`config.mk`:
```
export PLATFORM = sky130hd
export DESIGN_NAME = counter_modn
export DESIGN_NICKNAME = d
export VERILOG_FILES = /design/src/rtl/counter_modn.sv
export SDC_FILE = /design/constraint.sdc
export NUM_CORES = 1
export LEC_CHECK = 0
export ABC_AREA = 1
export CAP_MARGIN = 0
export CORE_MARGIN = 3
export CORE_UTILIZATION = 39
export DETAILED_ROUTE_END_ITERATION = 12
export PLACE_DENSITY = 0.83
export RECOVER_POWER = 25
export REMOVE_ABC_BUFFERS = 1
export SYNTH_ARGS = -nofsm -noshare
export SYNTH_HDL_FRONTEND = slang
export SYNTH_SLANG_ARGS = --single-unit
```
`constraint.sdc`:
```
create_clock -name mclk -period 1.7 [get_ports mclk]
set_clock_uncertainty 0.2 [all_clocks]
set_input_delay 0.255 -clock mclk [delete_from_list [all_inputs] [get_ports mclk]]
set_output_delay 0.255 -clock mclk [all_outputs]
set_load 0.005 [all_outputs]
```
`src/rtl/counter_modn.sv`:
```
// Parametrised modulo-N up/down counter with wrap, saturate and one-shot modes,
// synchronous clear, range-checked parallel load and a combinational cascade tc.
module counter_modn #(
  parameter int WIDTH   = 5,
  parameter int MODULUS = 20
) (
  input  logic             mclk,
  input  logic             reset,
  input  logic             start,
  input  logic             ud,
  input  logic             clr,
  input  logic             load,
  input  logic [WIDTH-1:0] din,
  input  logic [1:0]       mode,
  output logic [WIDTH-1:0] state,
  output logic             tc,
  output logic             wrap,
  output logic             done,
  output logic             err
);

  if (MODULUS < 2 || longint'(MODULUS) > (longint'(1) << WIDTH)) begin : g_bad_modulus
    $error("counter_modn: MODULUS must lie in 2 .. 2**WIDTH");
  end

  localparam logic [WIDTH-1:0] LAST    = WIDTH'(MODULUS - 1);
  localparam logic [WIDTH-1:0] ONE     = WIDTH'(1);
  localparam logic [WIDTH:0]   MOD_EXT = (WIDTH + 1)'(MODULUS);

  typedef enum logic {
    ST_RUN  = 1'b0,
    ST_DONE = 1'b1
  } fsm_t;

  fsm_t             r_fsm;
  fsm_t             w_fsm_nxt;
  logic [WIDTH-1:0] r_state;
  logic [WIDTH-1:0] w_state_nxt;
  logic [WIDTH-1:0] w_term;
  logic             w_at_term;
  logic             r_wrap;
  logic             w_wrap_nxt;
  logic             r_err;
  logic             w_err_nxt;

  // Terminal value follows the live direction, so a ud flip at terminal is seen at once.
  assign w_term    = ud ? {WIDTH{1'b0}} : LAST;
  assign w_at_term = (r_state == w_term);

  assign tc    = start & w_at_term;
  assign state = r_state;
  assign wrap  = r_wrap;
  assign done  = (r_fsm == ST_DONE);
  assign err   = r_err;

  // State, flag and one-shot FSM registers.
  always_ff @(posedge mclk or negedge reset) begin
    if (!reset) begin
      r_state <= {WIDTH{1'b0}};
      r_wrap  <= 1'b0;
      r_err   <= 1'b0;
      r_fsm   <= ST_RUN;
    end else begin
      r_state <= w_state_nxt;
      r_wrap  <= w_wrap_nxt;
      r_err   <= w_err_nxt;
      r_fsm   <= w_fsm_nxt;
    end
  end

  // Next-state decode: clr > load > DONE hold/exit > count > hold.
  always_comb begin
    w_state_nxt = r_state;
    w_wrap_nxt  = 1'b0;
    w_err_nxt   = r_err;
    w_fsm_nxt   = r_fsm;
    if (clr) begin
      w_state_nxt = {WIDTH{1'b0}};
      w_err_nxt   = 1'b0;
      w_fsm_nxt   = ST_RUN;
    end else if (load) begin
      w_fsm_nxt = ST_RUN;
      if ({1'b0, din} < MOD_EXT) begin
        w_state_nxt = din;
      end else begin
        w_state_nxt = LAST;
        w_err_nxt   = 1'b1;
      end
    end else if (r_fsm == ST_DONE) begin
      // Leaving DONE on a mode change does not count on that same cycle.
      if (mode != 2'b10) begin
        w_fsm_nxt = ST_RUN;
      end else begin
        w_fsm_nxt = ST_DONE;
      end
    end else if (start) begin
      if (w_at_term) begin
        case (mode)
          2'b01: begin
            w_state_nxt = r_state;
          end
          2'b10: begin
            w_fsm_nxt = ST_DONE;
          end
          default: begin
            w_state_nxt = ud ? LAST : {WIDTH{1'b0}};
            w_wrap_nxt  = 1'b1;
          end
        endcase
      end else if (ud) begin
        w_state_nxt = r_state - ONE;
      end else begin
        w_state_nxt = r_state + ONE;
      end
    end else begin
      w_state_nxt = r_state;
    end
  end

endmodule

```
Word level (Yosys, flattened, before mapping) --
Cells that the tools add are included.
Operators by class: $lt $le $gt $ge 1, add/sub/neg operators 2, multiply operators 0, reduce and logical (&&, ||, !) cells 5, bitwise logic cells 1, mux-type cells 26, shift operators 0, div/mod/pow operators 0, equal/unequal tests 7
Operators with widths (count):
- 2-to-1 mux 5 bit | 10
- 2-to-1 mux 1 bit | 16
- adder 5 x 1 -> 5 bit (second input constant) | 1
- == test 5 bit | 1
- less-than comparator 5 bit (second input constant) | 1
- subtractor 5 x 1 -> 5 bit (second input constant) | 1
- inequality test 2 bit (second input constant) | 2
- inequality test 4 bit (second input constant) | 1
- inequality test 3 bit (second input constant) | 1
- AND reduction 3 bit | 1
- nonzero test 3 bit | 1
- == test 2 x 1 -> 1 bit (second input constant) | 1
- == test 2 bit (second input constant) | 1
- AND reduction 2 bit | 1
- nonzero test 2 bit | 1
- OR reduction 2 bit | 1
- AND 1 bit | 1
Word-level totals: logic and storage cells 46, flip-flop bits (word level) 8, input bits 13, memories kept 0, memory bits (read-only) 0, memory bits (writable) 0, latch bits 0, output and inout port bits 9

Logic depth before layout (Yosys ltp) --
Gate-level depths: netlist of the first run.
depth in word-level cells 8, depth in mapped cells 11, mapped depth without buffers 11

Worst setup path after synthesis of the first run --
OpenSTA, ideal clock, no wires.
path kind reg-to-reg, start point register r_state[0] (netlist: state[0]), end point register r_state[4] (netlist: state[4]), period minus slack after synthesis 1674 ps, arrival 1357 ps, cell stages (with the launch flop) 11, slack 26 ps, cells stage by stage dfrtp_1 > inv_2 > fa_1 > inv_1 > nand3_1 > nand3_1 > nand2_1 > nor2_1 > nor2_1 > nand2_1 > nand2_1
On the way: longest elaborated chain between the ends 7, elaborated cells on any way between the ends 11
RTL lines:
- from (decl) | RTL line 37 | logic [WIDTH-1:0] r_state;
- from (signal assigned) | RTL line 59 | r_state <= {WIDTH{1'b0}};
- from (signal assigned) | RTL line 64 | r_state <= w_state_nxt;
- adder 5 x 1 -> 5 bit / subtractor 5 x 1 -> 5 bit (equally long branches) | RTL line 113, 111
- 2-to-1 mux 5 bit | RTL line 110 | end else if (ud) begin
- 2-to-1 mux 5 bit | RTL line 97 | if (w_at_term) begin
- 2-to-1 mux 5 bit | RTL line 96 | end else if (start) begin
- 2-to-1 mux 5 bit | RTL line 89 | end else if (r_fsm == ST_DONE) begin
- 2-to-1 mux 5 bit | RTL line 81 | end else if (load) begin
- 2-to-1 mux 5 bit | RTL line 77 | if (clr) begin
Parallel ways exist; a longest one is shown, timed or not. The select of a mux whose other input is x is not followed. A chain may end at the register's enable or synchronous reset.

Final worst setup path of the first run --
start point register r_state[1] (netlist: state[1]), end point output port tc
On the way: longest elaborated chain between the ends 2
RTL lines:
- == test 5 bit | RTL line 48 | assign w_at_term = (r_state == w_term);
- AND 1 bit | RTL line 50 | assign tc = start & w_at_term;
- to (decl) | RTL line 16 | output logic tc,
Every way passes these cells.

==> summary.txt, run 1 <==
Placed design
  • Placement Setup Slack: -0.609 ns
  • HPWL Detailed: 1560 µm
  • Port bufs: 21
  • Routability-driven placement congestion ratio: 0.824

Worst setup path
  • Kind of cell with the highest combined delay on the critical path: flip-flops
  • Cells traversed along the worst timing path: ha_1 > nand2_2 > inv_2 > nand2_4 > nor2_4 > buf_2
  • Standard cell with the maximum stage delay on the critical path: sky130_fd_sc_hd__dfrtp_1
  • Crit Path Category: flip-flop to output pin
  • Critical Path RT: 1.24 ns
  • Maximum fanout encountered on the critical timing path: 2
  • Startpoint Class: flip-flop
  • Crit path largest cell delay: 0.38 ns
  • Worst endpoint data arrival time: 1.31 ns
  • WP buf/inv: 2
  • Kind of end point of the critical path: output pin

Clock network
  • Clock transition at path regs: 0.05 ns
  • H-tree lvl count: 1
  • Total CTS buffers: 3
  • Longest Clk Path Bufs: 2
  • Clock Latency Late Sink: 0.24 ns
  • Buffer type at the clock tree root: sky130_fd_sc_hd__clkbuf_4
  • Clock sinks: 8
  • Clock tree from TritonCTS: done

Pwr
  • Leak Pwr: 0.000652 µW
  • IR drop worst, VDD: 0.442 mV
  • Final Power: 747 µW
  • Total power per unit cell area: 669 mW/mm²

Timing
  • Setup TNS Final: -0.0786 ns
  • Max_slew headroom: 74.8%
  • Number of setup violations in the final report: 3
  • Total count of hold-check failures in the final report: 0
  • Number of max-slew violations in the final report: 0
  • Slew of the pin with the lowest slew margin: 0.376 ns
  • RSZ-0062 raised after global routing: true
  • Final-layout worst hold slack: 0.163 ns
  • Max Clock Freq: 566 MHz
  • Fraction of the cycle the final worst path needs: 104%
  • Setup slack of the critical path after layout: -0.0655 ns
  • Final period demand of the worst path: 1.77 ns

Synthesis
  • Synth Area in XOR/XNOR: 1.33%
  • Mean Syn Cell Area: 6.70 µm²
  • Number of enable-type register cells in the synthesized netlist: 0
  • Syn. warnings: 0
  • Unique masters post-synth: 21
  • Largest family of logic cells by synthesized area: simple AND/OR/NAND/NOR gates
  • Adder and majority cell fraction of the synthesized area: 10.7%
  • Compound-Gate Fraction of Synth Area: 8.38%
  • Synthesis-stage register bit count: 8
  • Syn Std Cell Area: 657 µm²
  • Sequential area share after synthesis: 30.5%
  • Gate Count Post-Synth: 98
  • Top FF cell, synth: sky130_fd_sc_hd__dfrtp_1
  • Simple-gate portion of the synthesized area: 38.9%
  • FFs w/ async S/R, synth: 100%
  • Share of synthesized area spent on multiplexers: 0%

Floorplan
  • Core Footprint: 0.00154 mm²
  • Horizontal die dimension: 47.0 µm
  • Num rows: 14
  • Die area: 0.00221 mm²
  • Starting utilization of the core area: 42.6%
  • I/O pin count: 22
  • Die Height: 47.0 µm

Route
  • Number of DRC markers after the initial detailed-route iteration: 9
  • Final routed DRC violation total: 0
  • WL final: 1970 µm
  • Post-detailed-route via-to-cell ratio: 4.99
  • Detailed-route wire length per cell: 12.3 µm
  • Remaining number of nets flagged by the antenna check after routing: 0
  • Number of optimization iterations in the first detailed-route pass: 4
  • Overall via count from detail_route: 799

Flow run
  • Number of maximum-capacitance constraint violations: 0

GRT
  • Pin count of the biggest net entering global routing: 9
  • Vias in the first global route: 779
  • First-pass GRT wire length: 3050 µm
  • Initial antenna violation count: 0
  • Total Routing Usage GR: 19.6%
  • Overall overflow remaining after global route: 0

Layout
  • Area growth syn-to-layout: 69.9%
  • Post-layout nets: 164
  • Antenna Diode Count: 0
  • Filler cell count in the final layout: 146
  • Ratio of cells with drive above 1 in the final layout: 34.0%

Min path
  • Hold WC Path Type: input port to async pin

Outcome
  • Run status: finished, violations left
  • Violations in the final reports: negative setup slack
-- worst paths after layout --
kind	start	endpoint	slack [ns]	cells past startpoint
setup / recovery	state[1]	tc	-0.07	6
hold / removal	reset	err	0.16	1
setup reg to reg	state[1]	state[4]	-0.01	11
hold reg to reg	err	err	0.30	1
max in group asynchronous	reset	done	0.87	1
min in group mclk	err	err	0.30	1
-- repair_timing --
item	CTS	global route
setup buffers	3	0
pin swaps	2	1
hold buffers	0	0
hold endpoints to repair	0	0
endpoints found under the setup margin	8	10
gates resized for setup	10	9
-- cells in the final DEF, fill, tap and decap left out, types with 3 or more instances in the layout --
| master | netlist | layout |
|---|---|---|
| sky130_fd_sc_hd__buf_4 | 0 | 22 |
| sky130_fd_sc_hd__clkbuf_4 | 0 | 3 |
| sky130_fd_sc_hd__clkdlybuf4s50_1 | 0 | 14 |
| sky130_fd_sc_hd__dfrtp_1 | 8 | 8 |
| sky130_fd_sc_hd__dlymetal6s2s_1 | 0 | 4 |
| sky130_fd_sc_hd__inv_1 | 12 | 10 |
| sky130_fd_sc_hd__inv_2 | 6 | 8 |
| sky130_fd_sc_hd__nand2_1 | 27 | 26 |
| sky130_fd_sc_hd__nand2_2 | 5 | 6 |
| sky130_fd_sc_hd__nand3_1 | 8 | 7 |
| sky130_fd_sc_hd__nor2_1 | 10 | 10 |
| sky130_fd_sc_hd__o21ai_1 | 3 | 3 |
-- synthesized netlist by cell type (2+ instances only) --
master,count,area [µm²]
sky130_fd_sc_hd__a21oi_1,2,10.0
sky130_fd_sc_hd__dfrtp_1,8,200
sky130_fd_sc_hd__ha_1,4,50.1
sky130_fd_sc_hd__inv_1,12,45.0
sky130_fd_sc_hd__inv_2,6,22.5
sky130_fd_sc_hd__nand2_1,27,101
sky130_fd_sc_hd__nand2_2,5,31.3
sky130_fd_sc_hd__nand3_1,8,40.0
sky130_fd_sc_hd__nor2_1,10,37.5
sky130_fd_sc_hd__o21ai_0,2,10.0
sky130_fd_sc_hd__o21ai_1,3,15.0
sky130_fd_sc_hd__o22ai_1,2,12.5
-- per-layer routing --
| layer | up-vias | track usage [%] | part of all wire [%] |
|---|---|---|---|
| met1 | 374 | 20.9 | 39 |
| met5 | - | 0 | 0 |
| met2 | 20 | 37.9 | 56 |
| li1 | 405 | - | - |
| met4 | 0 | 6.08 | 0 |
| met3 | 0 | 3.83 | 4.5 |
-- flip-flops by register name (all words and copies together), names as in the netlist --
signal / cells
done: 1
err: 1
state: 5
wrap: 1
-- worst register-to-register path, stage by stage (launching register included) --
cell and delay, ns:
sky130_fd_sc_hd__dfrtp_1 0.35, sky130_fd_sc_hd__buf_4 0.13, sky130_fd_sc_hd__inv_1 0.05, sky130_fd_sc_hd__fa_2 0.35, sky130_fd_sc_hd__inv_2 0.06, sky130_fd_sc_hd__nand3_2 0.07
sky130_fd_sc_hd__nand3_1 0.08, sky130_fd_sc_hd__nand2_1 0.06, sky130_fd_sc_hd__nor2_1 0.09, sky130_fd_sc_hd__nor2_1 0.05, sky130_fd_sc_hd__nand2_1 0.06, sky130_fd_sc_hd__nand2_1 0.05
-- cell families after synthesis --
| family | Yosys count |
|---|---|
| flip-flops | 8 |
| XOR/XNOR | 1 |
| AND/OR/NAND/NOR | 56 |
| AO/OA/AOI/OAI | 10 |
| buffers and inverters | 18 |
| adder cells (fa/ha/maj) | 5 |
-- stage by stage --
stage / instance area [µm²] / cells / utilization, %
finish: 1120 / 160 / 72.4
global route: 1120 / 160 / 72.4
CTS: 1080 / 160 / 70.2
floorplan: 657 / 98 / -
global placement: 1030 / 154 / 66.8
detailed placement: 1030 / 154 / 66.8
-- power breakdown --
part	internal, µW	total (µW)	switching (µW)
logic	206	390	184
clock network	80.3	137	56.9
registers	208	220	11.4
-- cell type report --
cell class	count	area [µm²]	area share [%]
multi-input combinational	72	427	38.2
timing repair buffer	43	379	34.0
sequential	8	200	17.9
inverter	18	67.6	6.05
clock buffer	3	22.5	2.02
tap	16	20.0	1.79
(Power assumes the default switching activity.)
==> run 2, diff against run 1 <==
--- a/config.mk
+++ b/config.mk
@@ -8,9 +8,9 @@
 export ABC_AREA = 1
 export CAP_MARGIN = 0
 export CORE_MARGIN = 3
-export CORE_UTILIZATION = 39
+export CORE_UTILIZATION = 44
 export DETAILED_ROUTE_END_ITERATION = 12
-export PLACE_DENSITY = 0.83
+export PLACE_DENSITY = 0.88
 export RECOVER_POWER = 25
 export REMOVE_ABC_BUFFERS = 1
 export SYNTH_ARGS = -nofsm -noshare
==> constraint.sdc (replaced) <==
create_clock -name mclk -period 1.8 [get_ports mclk]
set_clock_uncertainty 0.2 [all_clocks]
set_input_delay 0.18 -clock mclk [delete_from_list [all_inputs] [get_ports mclk]]
set_output_delay 0.18 -clock mclk [all_outputs]
set_load 0.005 [all_outputs]
==> summary.txt, run 2 (synthesized netlist as in run 1, its figures left out) <==
Worst setup path
  • CP most frequent cell: sky130_fd_sc_hd__nand2_1
  • Worst endpoint data arrival time: 1.72 ns (+0.41 ns)
  • Standard cell with the maximum stage delay on the critical path: sky130_fd_sc_hd__dfrtp_1
  • Kind of cell with the highest combined delay on the critical path: simple AND/OR/NAND/NOR gates
  • WP buf/inv: 3 (+1)
  • Critical Path RT: 1.74 ns (+0.50 ns)
  • Startpoint Class: flip-flop
  • Cells traversed along the worst timing path: buf_6 > inv_1 > fa_2 > inv_2 > nand3_2 > nand3_1 > nand2_1 > nor2_1 > nor2_1 > nand2_1 > nand2_1
  • Crit path largest cell delay: 0.40 ns (+0.02 ns)
  • Crit Path Category: flip-flop to flip-flop
  • Kind of end point of the critical path: flip-flop
  • Maximum fanout encountered on the critical timing path: 2 (unchanged)

GRT
  • Initial antenna violation count: 0 (unchanged)
  • Total Routing Usage GR: 19.0% (-0.58 points)
  • Vias in the first global route: 660 (-15%)
  • Pin count of the biggest net entering global routing: 9 (unchanged)
  • First-pass GRT wire length: 2700 µm (-11%)
  • Overall overflow remaining after global route: 0 (unchanged)

Layout
  • Post-layout nets: 153 (-6.7%)
  • Antenna Diode Count: 0 (unchanged)
  • Leading cell type in the layout, fill and taps excluded: sky130_fd_sc_hd__nand2_1
  • Area growth syn-to-layout: 53.5%
  • Filler cell count in the final layout: 96 (-34%)
  • Finished Cell Area: 0.00101 mm² (-9.6%)
  • Most frequent cells in the layout: 27 x sky130_fd_sc_hd__nand2_1, 18 x sky130_fd_sc_hd__clkdlybuf4s50_1, 10 x sky130_fd_sc_hd__inv_1, 10 x sky130_fd_sc_hd__nor2_1, 10 x sky130_fd_sc_hd__buf_4
  • Max reg flops: 5 (unchanged)
  • Ratio of cells with drive above 1 in the final layout: 25.6% (-8.5 points)

Clock network
  • Clock Latency Late Sink: 0.26 ns (+0.02 ns)
  • Clock tree from TritonCTS: done
  • Longest Clk Path Bufs: 2 (unchanged)
  • Buffer type at the clock tree root: sky130_fd_sc_hd__clkbuf_4
  • Total CTS buffers: 3 (unchanged)
  • CTS hold repair buffers: 0 (unchanged)
  • Clock transition at path regs: 0.06 ns (about the same)
  • Clock sinks: 8 (unchanged)
  • H-tree lvl count: 1 (unchanged)

Route
  • Number of DRC markers after the initial detailed-route iteration: 10 (+1)
  • Remaining number of nets flagged by the antenna check after routing: 0 (unchanged)
  • Number of optimization iterations in the first detailed-route pass: 4 (unchanged)
  • Post-detailed-route via-to-cell ratio: 4.96 (-0.69%)
  • Final routed DRC violation total: 0 (unchanged)
  • Detailed-route wire length per cell: 11.7 µm (-4.6%)
  • WL final: 1740 µm (-12%)
  • Overall via count from detail_route: 734 (-8.1%)

Min path
  • Hold WC Path Type: input port to async pin

Flow run
  • Number of maximum-capacitance constraint violations: 0 (unchanged)

Placed design
  • Post-DP Area: 961 µm² (-6.7%)
  • HPWL Detailed: 1450 µm (-6.8%)
  • Routability-driven placement congestion ratio: 0.799 (-3.1%)
  • Placement Setup Slack: -0.414 ns (+0.196 ns)
  • Port bufs: 21 (unchanged)

Floorplan
  • Starting utilization of the core area: 48.7% (+6.0 points)
  • Die Height: 44.6 µm (-5.1%)
  • I/O pin count: 22 (unchanged)
  • Num rows: 13 (-1)
  • Die area: 0.00199 mm² (-9.9%)
  • Horizontal die dimension: 44.6 µm (-5.1%)
  • Core Footprint: 0.00135 mm² (-12%)

Outcome
  • Run status: finished clean

Timing
  • Setup TNS Final: 0 ns (+0.0786 ns)
  • Final-layout worst hold slack: 0.0690 ns (-0.0939 ns)
  • Total count of hold-check failures in the final report: 0 (unchanged)
  • Number of setup violations in the final report: 0 (-3)
  • Fraction of the cycle the final worst path needs: 99.1%
  • Setup slack of the critical path after layout: 0.0158 ns (+0.0813 ns)
  • Max_slew headroom: 73.7% (-1.1 points)
  • Final period demand of the worst path: 1.78 ns
  • RSZ-0062 raised after global routing: true
  • Number of max-slew violations in the final report: 0 (unchanged)
  • Slew of the pin with the lowest slew margin: 0.391 ns (+0.0141 ns)
  • Max Clock Freq: 560 MHz

Pwr
  • Final Power: 663 µW (-11%)
  • Leak Pwr: 0.000546 µW (-16%)
  • Total power per unit cell area: 658 mW/mm² (-1.7%)
  • IR drop worst, VDD: 0.345 mV (-22%)
## run 2: path summary, 6_finish.rpt
kind / from / end / slack (ns) / cells after the start
worst min-delay path: reset / wrap / 0.07 / 1
min in group mclk: err / err / 0.29 / 1
worst max-delay path: state[1] / state[4] / 0.02 / 11
worst min register to register: err / err / 0.29 / 1
worst max register to register: state[1] / state[4] / 0.02 / 11
max in group asynchronous: reset / state[3] / 1.05 / 1
## run 2: worst reg2reg max path, stage by stage (launching register included)
cell,delay (ns)
sky130_fd_sc_hd__dfrtp_1,0.40
sky130_fd_sc_hd__buf_6,0.11
sky130_fd_sc_hd__inv_1,0.05
sky130_fd_sc_hd__fa_2,0.39
sky130_fd_sc_hd__inv_2,0.06
sky130_fd_sc_hd__nand3_2,0.06
sky130_fd_sc_hd__nand3_1,0.07
sky130_fd_sc_hd__nand2_1,0.07
sky130_fd_sc_hd__nor2_1,0.11
sky130_fd_sc_hd__nor2_1,0.05
sky130_fd_sc_hd__nand2_1,0.05
sky130_fd_sc_hd__nand2_1,0.05
## run 2: final cells by class
type,instances,area (µm²),area share (%)
well taps,15,18.8,1.86
multi-input cells,72,409,40.6
clock buffers,3,22.5,2.23
repair buffers,32,290,28.8
flip-flops and latches,8,200,19.9
inverters,18,67.6,6.70
## run 2: report_power, final
part	switching [µW]	total (µW)	internal [µW]	leakage [µW]
sequential	18.8	215	197	0.000106
clock	64.3	141	76.5	0.0000138
combinational	148	307	159	0.000427
## run 2: routing by layer
layer | part of all wire (%) | wire [µm] | vias up | global-route usage [%]
met5 | 0 | 0 | - | 0
met4 | 0.63 | 11 | 0 | 5.42
met3 | 5.9 | 102 | 2 | 3.66
met2 | 53 | 924 | 28 | 33.8
met1 | 40 | 698 | 321 | 22.8
li1 | - | - | 383 | -
## run 2: what timing repair did
action                     CTS  global route
pin swaps                    0             3
resized for setup            8             3
buffers inserted             0             1
setup endpoints to repair    3             1
## run 2: through the flow
stage,utilization (%),instances
2_1_floorplan,-,98
3_3_place_gp,71.2,144
3_5_place_dp,71.2,144
4_1_cts,73.5,147
5_1_grt,74.7,148
6_report,74.7,148
